File: src/rtl/input_sequencer.sv
// ----------------------------------------------------------------------------
// input_sequencer
//   Transmit side of the keypad-to-controller command handshake. Key commands
//   from the keypad decoder go into a small circular FIFO. One command at a
//   time is presented on in_cmd and held until the controller accepts it with
//   in_ack. After each acceptance in_cmd returns to IC_NON for a gap, so two
//   identical codes in a row are never seen as one command.
//
// Ports
//   Clock      in   rising-edge clock
//   Reset      in   synchronous, active-low reset
//   key_valid  in   one-cycle strobe, key_code holds a new command
//   key_code   in   command code; IC_NON strobes are ignored
//   in_ack     in   controller ready (level)
//   in_cmd     out  command presented to the controller (registered)
//   busy       out  FIFO non-empty or handshake in progress (registered)
//   overflow   out  sticky, a key was dropped on a full FIFO
//   count      out  queued commands, excluding the one on in_cmd
// ----------------------------------------------------------------------------
module input_sequencer #(
   parameter int              IC_N     = 5,
   parameter logic [IC_N-1:0] IC_NON   = '0,
   parameter int              DEPTH_LG = 2,
   parameter int              GAP      = 1
) (
   input  logic                Clock,
   input  logic                Reset,
   input  logic                key_valid,
   input  logic [IC_N-1:0]     key_code,
   input  logic                in_ack,
   output logic [IC_N-1:0]     in_cmd,
   output logic                busy,
   output logic                overflow,
   output logic [DEPTH_LG:0]   count
);

   // state     | meaning
   // S_IDLE    | in_cmd = IC_NON, pop FIFO head when one is queued
   // S_PRESENT | in_cmd holds a command until in_ack is seen at an edge
   // S_GAP     | in_cmd = IC_NON for GAP cycles after an acceptance

   localparam int DEPTH = 2 ** DEPTH_LG;
   localparam int GW    = (GAP > 1) ? $clog2(GAP) : 1;

   typedef enum logic [1:0] {S_IDLE, S_PRESENT, S_GAP} state_t;

   state_t              r_state;
   logic [IC_N-1:0]     r_mem [DEPTH];
   logic [DEPTH_LG-1:0] r_wr_ptr;
   logic [DEPTH_LG-1:0] r_rd_ptr;
   logic [DEPTH_LG:0]   r_count;
   logic [GW-1:0]       r_gap_cnt;
   logic [IC_N-1:0]     r_in_cmd;
   logic                r_busy;
   logic                r_overflow;

   logic                w_push;
   logic                w_pop;
   logic                w_full;
   logic                w_wr_en;
   logic                w_drop;
   logic [DEPTH_LG:0]   w_count_nxt;
   logic                w_active_nxt;

   assign w_push  = key_valid && (key_code != IC_NON);
   // Pop only reads registered contents, so a key written this edge is never
   // popped at the same edge.
   assign w_pop   = (r_state == S_IDLE) && (r_count != '0);
   assign w_full  = (r_count == (DEPTH_LG+1)'(DEPTH));
   assign w_wr_en = w_push && (!w_full || w_pop);
   assign w_drop  = w_push && w_full && !w_pop;

   always_comb begin
      w_count_nxt = r_count;
      if (w_wr_en && !w_pop)
         w_count_nxt = r_count + 1'b1;
      else if (w_pop && !w_wr_en)
         w_count_nxt = r_count - 1'b1;
   end

   // Whether the FSM will be outside IDLE after this edge; feeds registered busy.
   always_comb begin
      w_active_nxt = 1'b0;
      case (r_state)
         S_IDLE:    w_active_nxt = w_pop;
         S_PRESENT: w_active_nxt = 1'b1;
         S_GAP:     w_active_nxt = (r_gap_cnt != '0);
         default:   w_active_nxt = 1'b0;
      endcase
   end

   always_ff @(posedge Clock) begin
      if (w_wr_en)
         r_mem[r_wr_ptr] <= key_code;
   end

   always_ff @(posedge Clock) begin
      if (!Reset) begin
         r_wr_ptr   <= '0;
         r_rd_ptr   <= '0;
         r_count    <= '0;
         r_overflow <= 1'b0;
      end else begin
         if (w_wr_en)
            r_wr_ptr <= r_wr_ptr + 1'b1;
         if (w_pop)
            r_rd_ptr <= r_rd_ptr + 1'b1;
         r_count <= w_count_nxt;
         if (w_drop)
            r_overflow <= 1'b1;
      end
   end

   always_ff @(posedge Clock) begin
      if (!Reset) begin
         r_state   <= S_IDLE;
         r_in_cmd  <= IC_NON;
         r_gap_cnt <= '0;
         r_busy    <= 1'b0;
      end else begin
         r_busy <= w_active_nxt || (w_count_nxt != '0);
         case (r_state)
            S_IDLE: begin
               r_in_cmd <= IC_NON;
               if (w_pop) begin
                  r_in_cmd <= r_mem[r_rd_ptr];
                  r_state  <= S_PRESENT;
               end
            end
            S_PRESENT: begin
               if (in_ack) begin
                  r_in_cmd  <= IC_NON;
                  r_gap_cnt <= GW'(GAP - 1);
                  r_state   <= S_GAP;
               end
            end
            S_GAP: begin
               r_in_cmd <= IC_NON;
               if (r_gap_cnt == '0)
                  r_state <= S_IDLE;
               else
                  r_gap_cnt <= r_gap_cnt - 1'b1;
            end
            default: begin
               r_in_cmd <= IC_NON;
               r_state  <= S_IDLE;
            end
         endcase
      end
   end

   assign in_cmd   = r_in_cmd;
   assign busy     = r_busy;
   assign overflow = r_overflow;
   assign count    = r_count;

endmodule

File: config.mk
export PLATFORM = sky130hd
export DESIGN_NAME = input_sequencer
export DESIGN_NICKNAME = d
export VERILOG_FILES = /design/src/rtl/input_sequencer.sv
export SDC_FILE = /design/constraint.sdc
export NUM_CORES = 1
export LEC_CHECK = 0
export CORE_MARGIN = 2
export CORE_UTILIZATION = 45
export CTS_BUF_LIST = sky130_fd_sc_hd__clkbuf_4 sky130_fd_sc_hd__clkbuf_8
export DETAILED_ROUTE_END_ITERATION = 10
export PLACE_DENSITY_LB_ADDON = 0.1
export SLEW_MARGIN = 20
export SYNTH_ARGS = -nofsm -noshare
export SYNTH_HDL_FRONTEND = slang
export SYNTH_SLANG_ARGS = --single-unit
File: constraint.sdc
create_clock -name Clock -period 3.8 [get_ports Clock]
set_input_delay 0.38 -clock Clock [delete_from_list [all_inputs] [get_ports Clock]]
set_output_delay 0.38 -clock Clock [all_outputs]
set_load 0.1 [all_outputs]
# --- Word level (Yosys, flattened, before mapping) ---
# Memory sizes are Yosys's and may differ from the RTL's. A register that Yosys moved wholly into a read port is not among the register bits.
# Cells that the tools add are included.
# Widths: inputs -> output; s select.
classes:
  n_addsub: 5
  mux: 17
  reduce_logical: 19
  eq_ne: 6
op_table:
  columns: ["op", "n"]
  rows:
  - ["$mux 2", 5]
  - ["$mux 5", 2]
  - ["$pmux 5 s2", 1]
  - ["$logic_and 1x1->1", 7]
  - ["$mux 3", 2]
  - ["$ne 2x2->1 const B", 3]
  - ["$pmux 2 s3", 1]
  - ["$reduce_bool 3->1", 2]
  - ["$reduce_bool 5->1", 1]
  - ["$add 2x1->2 const B", 2]
  - ["$mux 1", 4]
  - ["$add 3x1->3 const B", 1]
  - ["$eq 3x3->1 const B", 1]
  - ["$logic_not 1->1", 3]
  - ["$pmux 1 s3", 1]
  - ["$reduce_and 3->1", 1]
  - ["$sub 3x1->3 const B", 1]
  - ["$eq 2x1->1 const B", 1]
  - ["$eq 2x2->1 const B", 1]
  - ["$logic_not 2->1", 1]
  - ["$logic_or 1x1->1", 2]
  - ["$pmux 1 s2", 1]
  - ["$reduce_and 2->1", 1]
  - ["$reduce_bool 2->1", 1]
  - ["$sub 1x1->1 const B", 1]
word_totals:
  n_memories: 1
  output_inout_bits: 10
  elab_cells: 56
  register_bits: 17
  mem_bits_rw: 20
memory_table:
  columns: ["memory", "words", "width", "read_ports", "rd_clocked_by_memory_dff", "wr", "line_no", "rtl"]
  rows:
  - ["r_mem", 4, 5, 1, 1, 1, "48", "logic [IC_N-1:0] r_mem [DEPTH];"]

# --- Logic depth before layout (Yosys ltp) ---
# Gate-level depths: netlist (run 1).
logic_depth:
  ltp_word: 10
  depth_mapped: 9

# --- Worst setup path after synthesis (run 1) ---
# No wires, ideal clock.
synth_timing:
  path_kind: "flip-flop to flip-flop"
  startpoint: "reg r_count[1] (netlist: count[1])"
  endpoint: "reg r_busy (netlist: busy)"
  arrival_ns: 2.486
  path_slack_ns: 1.233
  synth_period_minus_slack_ns: 2.567
  path_stages_with_launch: 10
  cell_sequence: "dfxtp_1 > inv_1 > ha_1 > nand2b_1 > and2_1 > buf_2 > a21oi_1 > a311oi_1 > a31oi_1 > a41oi_1"
synth_between:
  elab_chain_cells: 10
  word_cells_on_any_way: 17
  cone_classes: "add/sub (2); eq/ne (1); mux (3); reduce/logical (11)"
synth_lines:
  columns: ["element", "line_no", "rtl"]
  rows:
  - ["start, declared", "51", "logic [DEPTH_LG:0] r_count;"]
  - ["start signal, assigned", "108", "r_count <= w_count_nxt;"]
  - ["$eq 3x3->1 / $reduce_bool 3->1 (equally long branches)", "69, 68", null]
  - ["$logic_not 1->1 / $logic_and 1x1->1 (equally long branches)", "70, 68", null]
  - ["$logic_or 1x1->1", "70", "assign w_wr_en = w_push && (!w_full || w_pop);"]
  - ["$logic_and 1x1->1", "70", null]
  - ["$logic_not 1->1", "77", "else if (w_pop && !w_wr_en)"]
  - ["$logic_and 1x1->1", "77", null]
  - ["$mux 3", "77", null]
  - ["$mux 3", "75", "if (w_wr_en && !w_pop)"]
  - ["$reduce_bool 3->1", "121", "r_busy <= w_active_nxt || (w_count_nxt != '0);"]
  - ["$logic_or 1x1->1 (*)", "121", null]
  - ["end signal, assigned", "121", null]
  - ["end, declared", "54", "logic r_busy;"]
# Every way passes the cells marked *; elsewhere a longest branch is shown, timed or not.
# A chain may end at the register's enable or synchronous reset.

# --- Worst setup path in the final report (run 1) ---
layout_timing:
  startpoint: "reg r_count[0] (netlist: count[0])"
  endpoint: "out count[0]"
layout_rtl:
  columns: ["element", "line_no", "rtl"]
  rows:
  - ["end, declared", "34", "output logic [DEPTH_LG:0] count"]
# No word-level cell between the ends.

==> results of run 1 <==
sequential cells by signal, summed over array words and instances (netlist names), named ones only:
register / flops
r_state: 2
busy: 1
in_cmd: 5
r_rd_ptr: 2
overflow: 1
r_mem: 20
count: 3
r_wr_ptr: 2
synth_stat cells:
cell type,number,area [µm²]
edfxtp_1,20,600.6
dfxtp_1,18,360.4
nor2_1,18,67.56
ha_1,7,87.58
a22oi_1,5,37.54
and2_1,5,31.28
inv_1,5,18.77
mux4_2,5,112.6
a21oi_1,4,20.02
xnor2_1,4,35.03
clkbuf_1,2,7.510
mux2i_1,2,20.02
nand2_1,2,7.510
a311oi_1,1,8.760
a311oi_2,1,15.01
a31oi_1,1,6.260
a41oi_1,1,8.760
and3_1,1,6.260
and4b_1,1,10.01
buf_2,1,5.000
nand2b_1,1,6.260
nand3_1,1,5.000
nand3_2,1,10.01
nand4b_1,1,8.760
nor2_2,1,6.260
nor3b_1,1,7.510
o211ai_1,1,7.510
o21ai_0,1,5.000
o21bai_1,1,7.510
o31a_4,1,17.52
o31ai_4,1,21.27
or2_2,1,6.260
or3_1,1,6.260
or3_4,1,11.26
xor2_1,1,8.760
area by class of cell:
class                      count  area, µm²  area share (%)
timing repair buffer          18      180.2           9.581
inverter                       5      18.77          0.9980
clock inverter                 3      16.27          0.8649
tap                           46      57.56           3.061
sequential                    38      960.9           51.10
clock buffer                   5      37.54           1.996
multi-input combinational     73      609.3           32.40
metrics by stage:
stage / hold WS (ns) / worst slack (ns) / total power, mW / utilization (%)
5_1_grt: 0.5308 / 1.397 / 1.538 / 55.48
3_3_place_gp: 0.4661 / 1.442 / 1.248 / 53.89
3_5_place_dp: 0.4685 / 1.419 / 1.255 / 53.89
6_report: 0.5035 / 1.459 / 1.450 / 55.48
2_1_floorplan: 0.4789 / 1.233 / 1.112 / -
4_1_cts: 0.5036 / 1.443 / 1.457 / 55.48
worst max path at each step:
stage / depth (start not counted) / from / end / slack (ns)
floorplan: 9 / count[1] / busy / 1.23
global placement: 7 / key_code[1] / busy / 1.44
detailed placement: 7 / key_code[0] / busy / 1.42
CTS: 1 / count[2] / count[2] / 1.44
global route: 1 / count[2] / count[2] / 1.40
finish: 1 / count[0] / count[0] / 1.46
worst min-delay path: cells and delay by family (launching register included):
kind | cells | cell delay, ns
and+or+nand+nor | 1 | 0.08
AOI/OAI and AO/OA | 1 | 0.04
DFF | 1 | 0.35
metal layers:
| metal | wire length (µm) | track usage, % | up-vias |
|---|---|---|---|
| met3 | 134 | 5.893 | 4 |
| met1 | 1266 | 19.93 | 468 |
| met5 | 0 | 0 | - |
| li1 | - | - | 481 |
| met4 | 40 | 5.707 | 0 |
| met2 | 1274 | 23.68 | 29 |
cells by family after synthesis:
family	Yosys count	synth area share, %
muxes	7	8.281
and+or+nand+nor	36	11.88
DFF	38	60.00
xor gates and xnor gates	5	2.734
AOI/OAI and AO/OA	18	9.688
adders and majority gates	7	5.469
buffers and inverters	8	1.953
power by group through the flow:
stage	sequential (mW)	clock [mW]	combinational (mW)
after floorplan	0.802	0	0.310
after global placement	0.572	0	0.675
after detailed placement	0.575	0	0.680
after CTS	0.565	0.206	0.685
after global routing	0.578	0.226	0.734
final	0.564	0.201	0.685
==> results.yml, run 1 <==
status:
  status: "finished clean"
sta:
  min_period_ns: 2.341
  worstMarginPinSlew_ns: 0.9763
  clock-skew-final_ns: 0.008600
  relSlewSlack_pct: 34.71
  min_period_over_period_pct: 61.60
  final-hold-violation-count: 0
  setup-tns-final_ns: 0
  timing.fmax_mhz: 427.2
  setup_violations: 0
  rsz0062_at_grt: "false"
  maxSlewViolCount: 0
worst_hold_path:
  hold_class: "reg -> reg"
  holdPathEnd: "overflow"
  min_from: "overflow"
  min_path_cells: 2
clock_tree:
  clockBufferDepth: 2
  htreeDepth: 2
  cts_buffers: 5
  clk_pin_slew_ns: 0.12
  cts_hold_buffers: 0
  cts_tree: "built"
  cts-resized-gates: 0
  cts-root-buf: "clkbuf_4"
  cts_setup_buffers: 0
  clock_latency_ns: 0.34
  cts.sinks: 38
critical_path:
  criticalPathCategory: "reg -> out"
  critPathTopFamily: "buffers and inverters"
  cp.arrival_ns: 1.96
  path_cells: "clkdlybuf4s50_1"
  start_kind: "flip-flop"
  crit_fanout: 4
  crit_required_ns: 3.42
  crit_path_end_kind: "primary output"
  reg2reg_depth: 8
  path_buf_inv: 1
  slowest_stage: "clkdlybuf4s50_1"
  r2r-end: "busy"
  rrSetupSlack_ns: 1.66
  slowest_delay_ns: 1.18
  r2r-start: "count[0]"
power_and_ir_drop:
  p_seq_share_pct: 38.9
  p_per_area_mw_per_mm2: 771.2
  power.share.combinational_pct: 47.3
  internal-power_mw: 0.7983
  clockPowerShare_pct: 13.9
  p_leak_nw: 0.6604
  max-vdd-ir-drop_mv: 0.2914
  p_sw_mw: 0.6520
  switching_share_pct: 44.96
die:
  start_util_pct: 47.25
  pin_count: 19
  core_mm2: 0.003390
  die_h_um: 63.66
  fp.dieW_um: 63.66
  die_area_mm2: 0.004052
  num_rows: 21
logic_synthesis:
  avgSynthCellArea_um2: 13.46
  synth_nets: 135
  ys_ff_latch: 38
  synth.distinct_cells: 35
  ys_seq_area_share_pct: 60.00
  ys_warn_count: 0
  syn_area_mm2: 0.001602
  netlist_instances: 119
run:
  drv_cap: 0
global_route:
  grt_max_degree: 17
  grt_pass1_vias: 986
  grt_first_pass_wirelength_um: 4657
  grt_usage_pct: 15.47
  grt_antenna_before_repair: 0
  grt.overflow.total: 0
layout:
  finalNonFillerCells: 188
  layout-drive-gt1-share_pct: 13.38
  mostFrequentLayoutCell: "edfxtp_1"
  area_delta_synth_final_pct: 17.42
  nets: 157
  fill_cells: 288
  final_cell_mix: "edfxtp_1, nor2_1, dfxtp_1, clkdlybuf4s50_1, ha_1"
  final_area_mm2: 0.001881
  diodes: 0
detailed_routing:
  routed_wl_um: 2715
  avgRoutedWirePerCell_um: 14.44
  drtIter0Drc: 66
  vias: 982
  viasPerCell: 5.223
  drt_first_pass_iters: 4
  drc: 0
  ant_nets: 0
place:
  gp_congestion: 0.7677
  dp_cells: 180
  portBuffers: 18
  placed_area_mm2: 0.001827
  place_hpwl_um: 1923
Note: power is estimated with default switching activity, not from simulation.
==> run 2, diff against run 1 <==
==> constraint.sdc (replaced) <==
create_clock -name Clock -period 2.1 [get_ports Clock]
set_input_delay 0.21 -clock Clock [delete_from_list [all_inputs] [get_ports Clock]]
set_output_delay 0.21 -clock Clock [all_outputs]
set_load 0.1 [all_outputs]
==> run 2 against run 1 <==
Net effect: first-iteration DRC count fell by 33%; flip-flop and latch count did not move; critical path type is now reg -> reg; register-to-register slack got worse by 1.4 ns; clock skew rose by 0.0018 ns; cell count rose by 3.7%; utilization rose by 1.1 points; critical endpoint is now busy; largest cell class unchanged.
==> results.yml, run 2 (synthesis gave the netlist of run 1 again) <==
status:
  status: "finished clean"
global_route:
  grt_antenna_before_repair: 0
  grt_first_pass_wirelength_um: 4367
  grt_usage_pct: 14.60
  grt.overflow.total: 0
  grt_pass1_vias: 963
  grt_max_degree: 17
sta:
  min_period_over_period_pct: 86.13
  hold_ws_ns: 0.4898
  worstMarginPinSlew_ns: 0.4827
  rsz0062_at_grt: "false"
  min_period_ns: 1.809
  maxSlewViolCount: 0
  relSlewSlack_pct: 67.79
  final-hold-violation-count: 0
  setup_violations: 0
  timing.fmax_mhz: 552.8
  postLayoutSetupSlackWorst_ns: 0.2912
  clock-skew-final_ns: 0.01042
critical_path:
  crit_required_ns: 2.30
  crit_fanout: 7
  reg2reg_depth: 8
  slowest_delay_ns: 0.37
  rrSetupSlack_ns: 0.29
  start_kind: "flip-flop"
  slowest_stage: "dfxtp_4"
  path_cells: "inv_1 -> ha_1 -> nand2b_1 -> and2_1 -> a21oi_1 -> a311oi_1 -> a31oi_1 -> a41oi_1"
  r2r-start: "count[1]"
  criticalPathCategory: "reg -> reg"
  cp.arrival_ns: 2.01
  r2r-end: "busy"
  crit_path_end_kind: "flip-flop"
die:
  start_util_pct: 47.25
  core_mm2: 0.003390
  pin_count: 19
  die_h_um: 63.66
  fp.dieW_um: 63.66
  num_rows: 21
  die_area_mm2: 0.004052
layout:
  diodes: 0
  nets: 164
  final_util_pct: 56.55
  largest_reg_flops: 20
  layout-drive-gt1-share_pct: 26.17
  largest-register: "r_mem"
  area_delta_synth_final_pct: 19.69
  final_cell_mix: "edfxtp_1, nor2_1, buf_4"
  mostFrequentLayoutCell: "edfxtp_1"
place:
  place_hpwl_um: 1912
  pre_cts_ws_ns: -0.06184
  gp_congestion: 0.8448
  portBuffers: 18
detailed_routing:
  ant_nets: 0
  routed_wl_um: 2577
  viasPerCell: 5.046
  avgRoutedWirePerCell_um: 13.22
  drtIter0Drc: 44
  drt_first_pass_iters: 4
  drc: 0
  vias: 984
worst_hold_path:
  min_from: "overflow"
  holdPathEnd: "overflow"
  hold_class: "reg -> reg"
  min_path_cells: 2
clock_tree:
  htreeDepth: 2
  cts_tree: "built"
  cts_buffers: 5
  cts.sinks: 38
  clock_latency_ns: 0.34
  clk_pin_slew_ns: 0.11
  clockBufferDepth: 2
  cts_hold_buffers: 0
  cts_setup_buffers: 0
  cts-resized-gates: 0
  cts-root-buf: "clkbuf_4"
power_and_ir_drop:
  p_per_area_mw_per_mm2: 1370
  max-vdd-ir-drop_mv: 0.4101
  power_mw: 2.627
  p_leak_nw: 0.7144
run:
  drv_cap: 0
==> run 2: cell count changes in the layout (fill, tap and decap cells not counted) <==
cell,delta
clkdlybuf4s50_1,-10
dfxtp_4,+2
dfxtp_2,+1
buf_4,+17
dfxtp_1,-3
==> run 2: worst max-delay path, delay by kind of cell, from the launching register on <==
kind / cells / cell delay (ns)
compound gates: 4 / 0.57
flops: 1 / 0.37
buf+inv: 1 / 0.10
simple gates: 2 / 0.33
fa+ha+maj: 1 / 0.29
==> run 2: how the worst max path moves through the flow <==
stage | startpoint | endpoint | slack [ns] | cells past startpoint
floorplan | count[1] | busy | 0.12 | 9
global placement | key_code[1] | busy | -0.01 | 7
detailed placement | key_code[1] | busy | -0.06 | 7
CTS | count[1] | busy | 0.27 | 8
global route | count[1] | busy | 0.11 | 8
finish | count[1] | busy | 0.29 | 8
==> run 2: per-stage QoR <==
step / cells / cell area (µm²) / setup TNS, ns
after floorplan: 119 / 1610 / 0
after global placement: 187 / 1863 / -0.009687
after detailed placement: 187 / 1863 / -0.06184
after CTS: 195 / 1917 / 0
after global routing: 195 / 1917 / 0
final: 195 / 1917 / 0
==> run 2: final cells by class <==
cell class	instances	area (µm²)
Fill cell	289	1473
Sequential cell	38	969.7
Multi-Input combinational cell	73	609.3
Timing Repair Buffer	25	207.7
Tap cell	46	57.56
Clock buffer	5	37.54
Inverter	5	18.77
Clock inverter	3	16.27
==> run 2: power by group <==
group,leakage (nW),switching (mW),internal (mW)
Combinational,0.353,0.822,0.419
Sequential,0.333,0.107,0.925
Clock,0.0286,0.230,0.124
==> run 2: per-layer routing <==
metal | up-vias | wire length [µm] | track usage [%]
met5 | - | 0 | 0
met4 | 0 | 53 | 7.337
li1 | 493 | - | -
met3 | 5 | 118 | 4.286
met2 | 23 | 1150 | 21.32
met1 | 463 | 1254 | 19.74
==> run 3, diff against run 2 <==
--- a/config.mk
+++ b/config.mk
@@ -9,7 +9,7 @@
 export CORE_UTILIZATION = 45
 export CTS_BUF_LIST = sky130_fd_sc_hd__clkbuf_4 sky130_fd_sc_hd__clkbuf_8
 export DETAILED_ROUTE_END_ITERATION = 10
-export PLACE_DENSITY_LB_ADDON = 0.1
+export PLACE_DENSITY_LB_ADDON = 0.3
 export SLEW_MARGIN = 20
 export SYNTH_ARGS = -nofsm -noshare
 export SYNTH_HDL_FRONTEND = slang
==> run 3 against run 2 <==
Net effect: sequential power about the same; cell count is the same; clock power rose by 39%; highest routed layer unchanged; routed wire length is 3.5% higher; power grew 5.9%; die area did not move; critical path depth decreased by 1; global-route usage grew 0.68 points; via count is 0.91% higher; critical endpoint unchanged; combinational power about the same.
==> results.yml, run 3 (synthesis gave the netlist of run 1 again) <==
power_and_ir_drop:
  p_leak_nw: 0.7232
  clockPowerShare_pct: 17.7
  max-vdd-ir-drop_mv: 0.4673
  p_per_area_mw_per_mm2: 1429
  p_seq_share_pct: 37.2
  switching_share_pct: 42.69
  p_sw_mw: 1.187
  power.share.combinational_pct: 45.1
  power_mw: 2.781
  internal-power_mw: 1.593
die:
  die_area_mm2: 0.004052
  pin_count: 19
  core_mm2: 0.003390
  fp.dieW_um: 63.66
  start_util_pct: 47.25
  die_h_um: 63.66
  num_rows: 21
clock_tree:
  cts_buffers: 5
  cts_tree: "built"
  cts-resized-gates: 0
  cts_setup_buffers: 0
  clock_latency_ns: 0.34
  clk_pin_slew_ns: 0.11
  cts.sinks: 38
  cts-root-buf: "clkbuf_4"
  htreeDepth: 2
  cts_hold_buffers: 0
  clockBufferDepth: 2
place:
  portBuffers: 18
  gp_congestion: 0.8239
  place_hpwl_um: 1993
  placed_area_mm2: 0.001863
critical_path:
  crit_fanout: 6
  crit_required_ns: 2.30
  cp.arrival_ns: 2.11
  crit_path_frequent_cell: "xnor2_1"
  r2r-end: "busy"
  slowest_delay_ns: 0.47
  criticalPathCategory: "in -> reg"
  slowest_stage: "clkdlybuf4s50_1"
  rrSetupSlack_ns: 0.22
  reg2reg_depth: 7
  path_cells: "clkdlybuf4s50_1 -> or3_4 -> o31a_4 -> xnor2_1 -> a21oi_1 -> xnor2_1 -> a41oi_1"
  r2r-start: "count[1]"
  start_kind: "primary input"
  crit_path_end_kind: "flip-flop"
sta:
  setup_violations: 0
  timing.fmax_mhz: 525.0
  relSlewSlack_pct: 67.20
  rsz0062_at_grt: "false"
  min_period_over_period_pct: 90.71
  maxSlewViolCount: 0
  final-hold-violation-count: 0
  worstMarginPinSlew_ns: 0.4915
  clock-skew-final_ns: 0.004881
  min_period_ns: 1.905
global_route:
  grtUsageMet2_pct: 23.03
  grt_util_met1_pct: 19.74
  grt_antenna_before_repair: 0
  grt_max_degree: 17
  grt_first_pass_wirelength_um: 4595
  grtUsageMet3_pct: 4.643
  grt.overflow.total: 0
  grt_pass1_vias: 983
  top_usage_layer: "met2"
  grt_usage_pct: 15.28
layout:
  fill_cells: 274
  largest_reg_flops: 20
  area_delta_synth_final_pct: 21.48
  final_area_mm2: 0.001946
  nets: 164
  layout-drive-gt1-share_pct: 26.85
  final_cell_mix: "edfxtp_1, nor2_1, buf_4"
  largest-register: "r_mem"
  mostFrequentLayoutCell: "edfxtp_1"
  diodes: 0
detailed_routing:
  avgRoutedWirePerCell_um: 13.67
  vias: 993
  ant_nets: 0
  routed_wl_um: 2666
  drc: 0
  drtIter0Drc: 57
  drt_first_pass_iters: 4
  viasPerCell: 5.092
status:
  status: "finished clean"
worst_hold_path:
  min_from: "in_ack"
  hold_class: "in -> reg"
  holdPathEnd: "r_state[1]"
  min_path_cells: 2
run:
  drv_cap: 0
-- run 3: cell count changes in the layout (fill, tap and decap cells not counted) --
cell        change
bufinv_16       +1
clkinvlp_4      +1
clkinv_2        -1
clkinv_1        -1
-- run 3: critical path: cells and delay by family --
kind	cells	cell delay (ns)
compound gates	3	0.68
buf+inv	1	0.47
simple gates	1	0.44
xor+xnor	2	0.31
-- run 3: metal layers --
| layer | vias up | wire length (µm) |
|---|---|---|
| met5 | - | 0 |
| met4 | 0 | 52 |
| met3 | 5 | 96 |
| met2 | 15 | 1250 |
| met1 | 479 | 1266 |
| li1 | 494 | - |
-- run 3: power groups by stage --
stage          Combinational (mW)  Sequential [mW]  Clock [mW]
2_1_floorplan               0.560             1.46           0
3_3_place_gp                 1.24             1.05           0
3_5_place_dp                 1.25             1.05           0
4_1_cts                      1.26             1.04       0.506
5_1_grt                      1.36             1.05       0.536
6_report                     1.25             1.03       0.492
-- run 3: area by class of cell --
| class | count | area (µm²) | area share (%) |
|---|---|---|---|
| repair buffers | 25 | 207.7 | 10.68 |
| inverters | 5 | 18.77 | 0.9646 |
| well taps | 46 | 57.56 | 2.958 |
| clock buffers | 5 | 37.54 | 1.929 |
| flip-flops and latches | 38 | 969.7 | 49.84 |
| clock inverters | 3 | 45.04 | 2.315 |
| multi-input cells | 73 | 609.3 | 31.32 |
-- run 3: worst max path at each step --
stage / startpoint / to / slack, ns / cells after the start
after detailed placement: key_code[1] / busy / -0.16 / 7
after floorplan: count[1] / busy / 0.12 / 9
final: key_code[1] / busy / 0.20 / 7
after CTS: key_code[1] / busy / 0.21 / 7
after global routing: count[1] / busy / 0.04 / 7
after global placement: key_code[1] / busy / -0.07 / 7
-- run 3: stage by stage --
step	setup slack, ns	hold slack (ns)	util, %	setup TNS (ns)	instances
3_3_place_gp	-0.06502	0.4669	54.96	-0.1626	187
3_5_place_dp	-0.1615	0.4638	54.96	-0.7964	187
2_1_floorplan	0.1222	0.3089	-	0	119
4_1_cts	0.2105	0.4791	57.40	0	195
5_1_grt	0.04322	0.4825	57.40	0	195
6_report	0.1952	0.4897	57.40	0	195
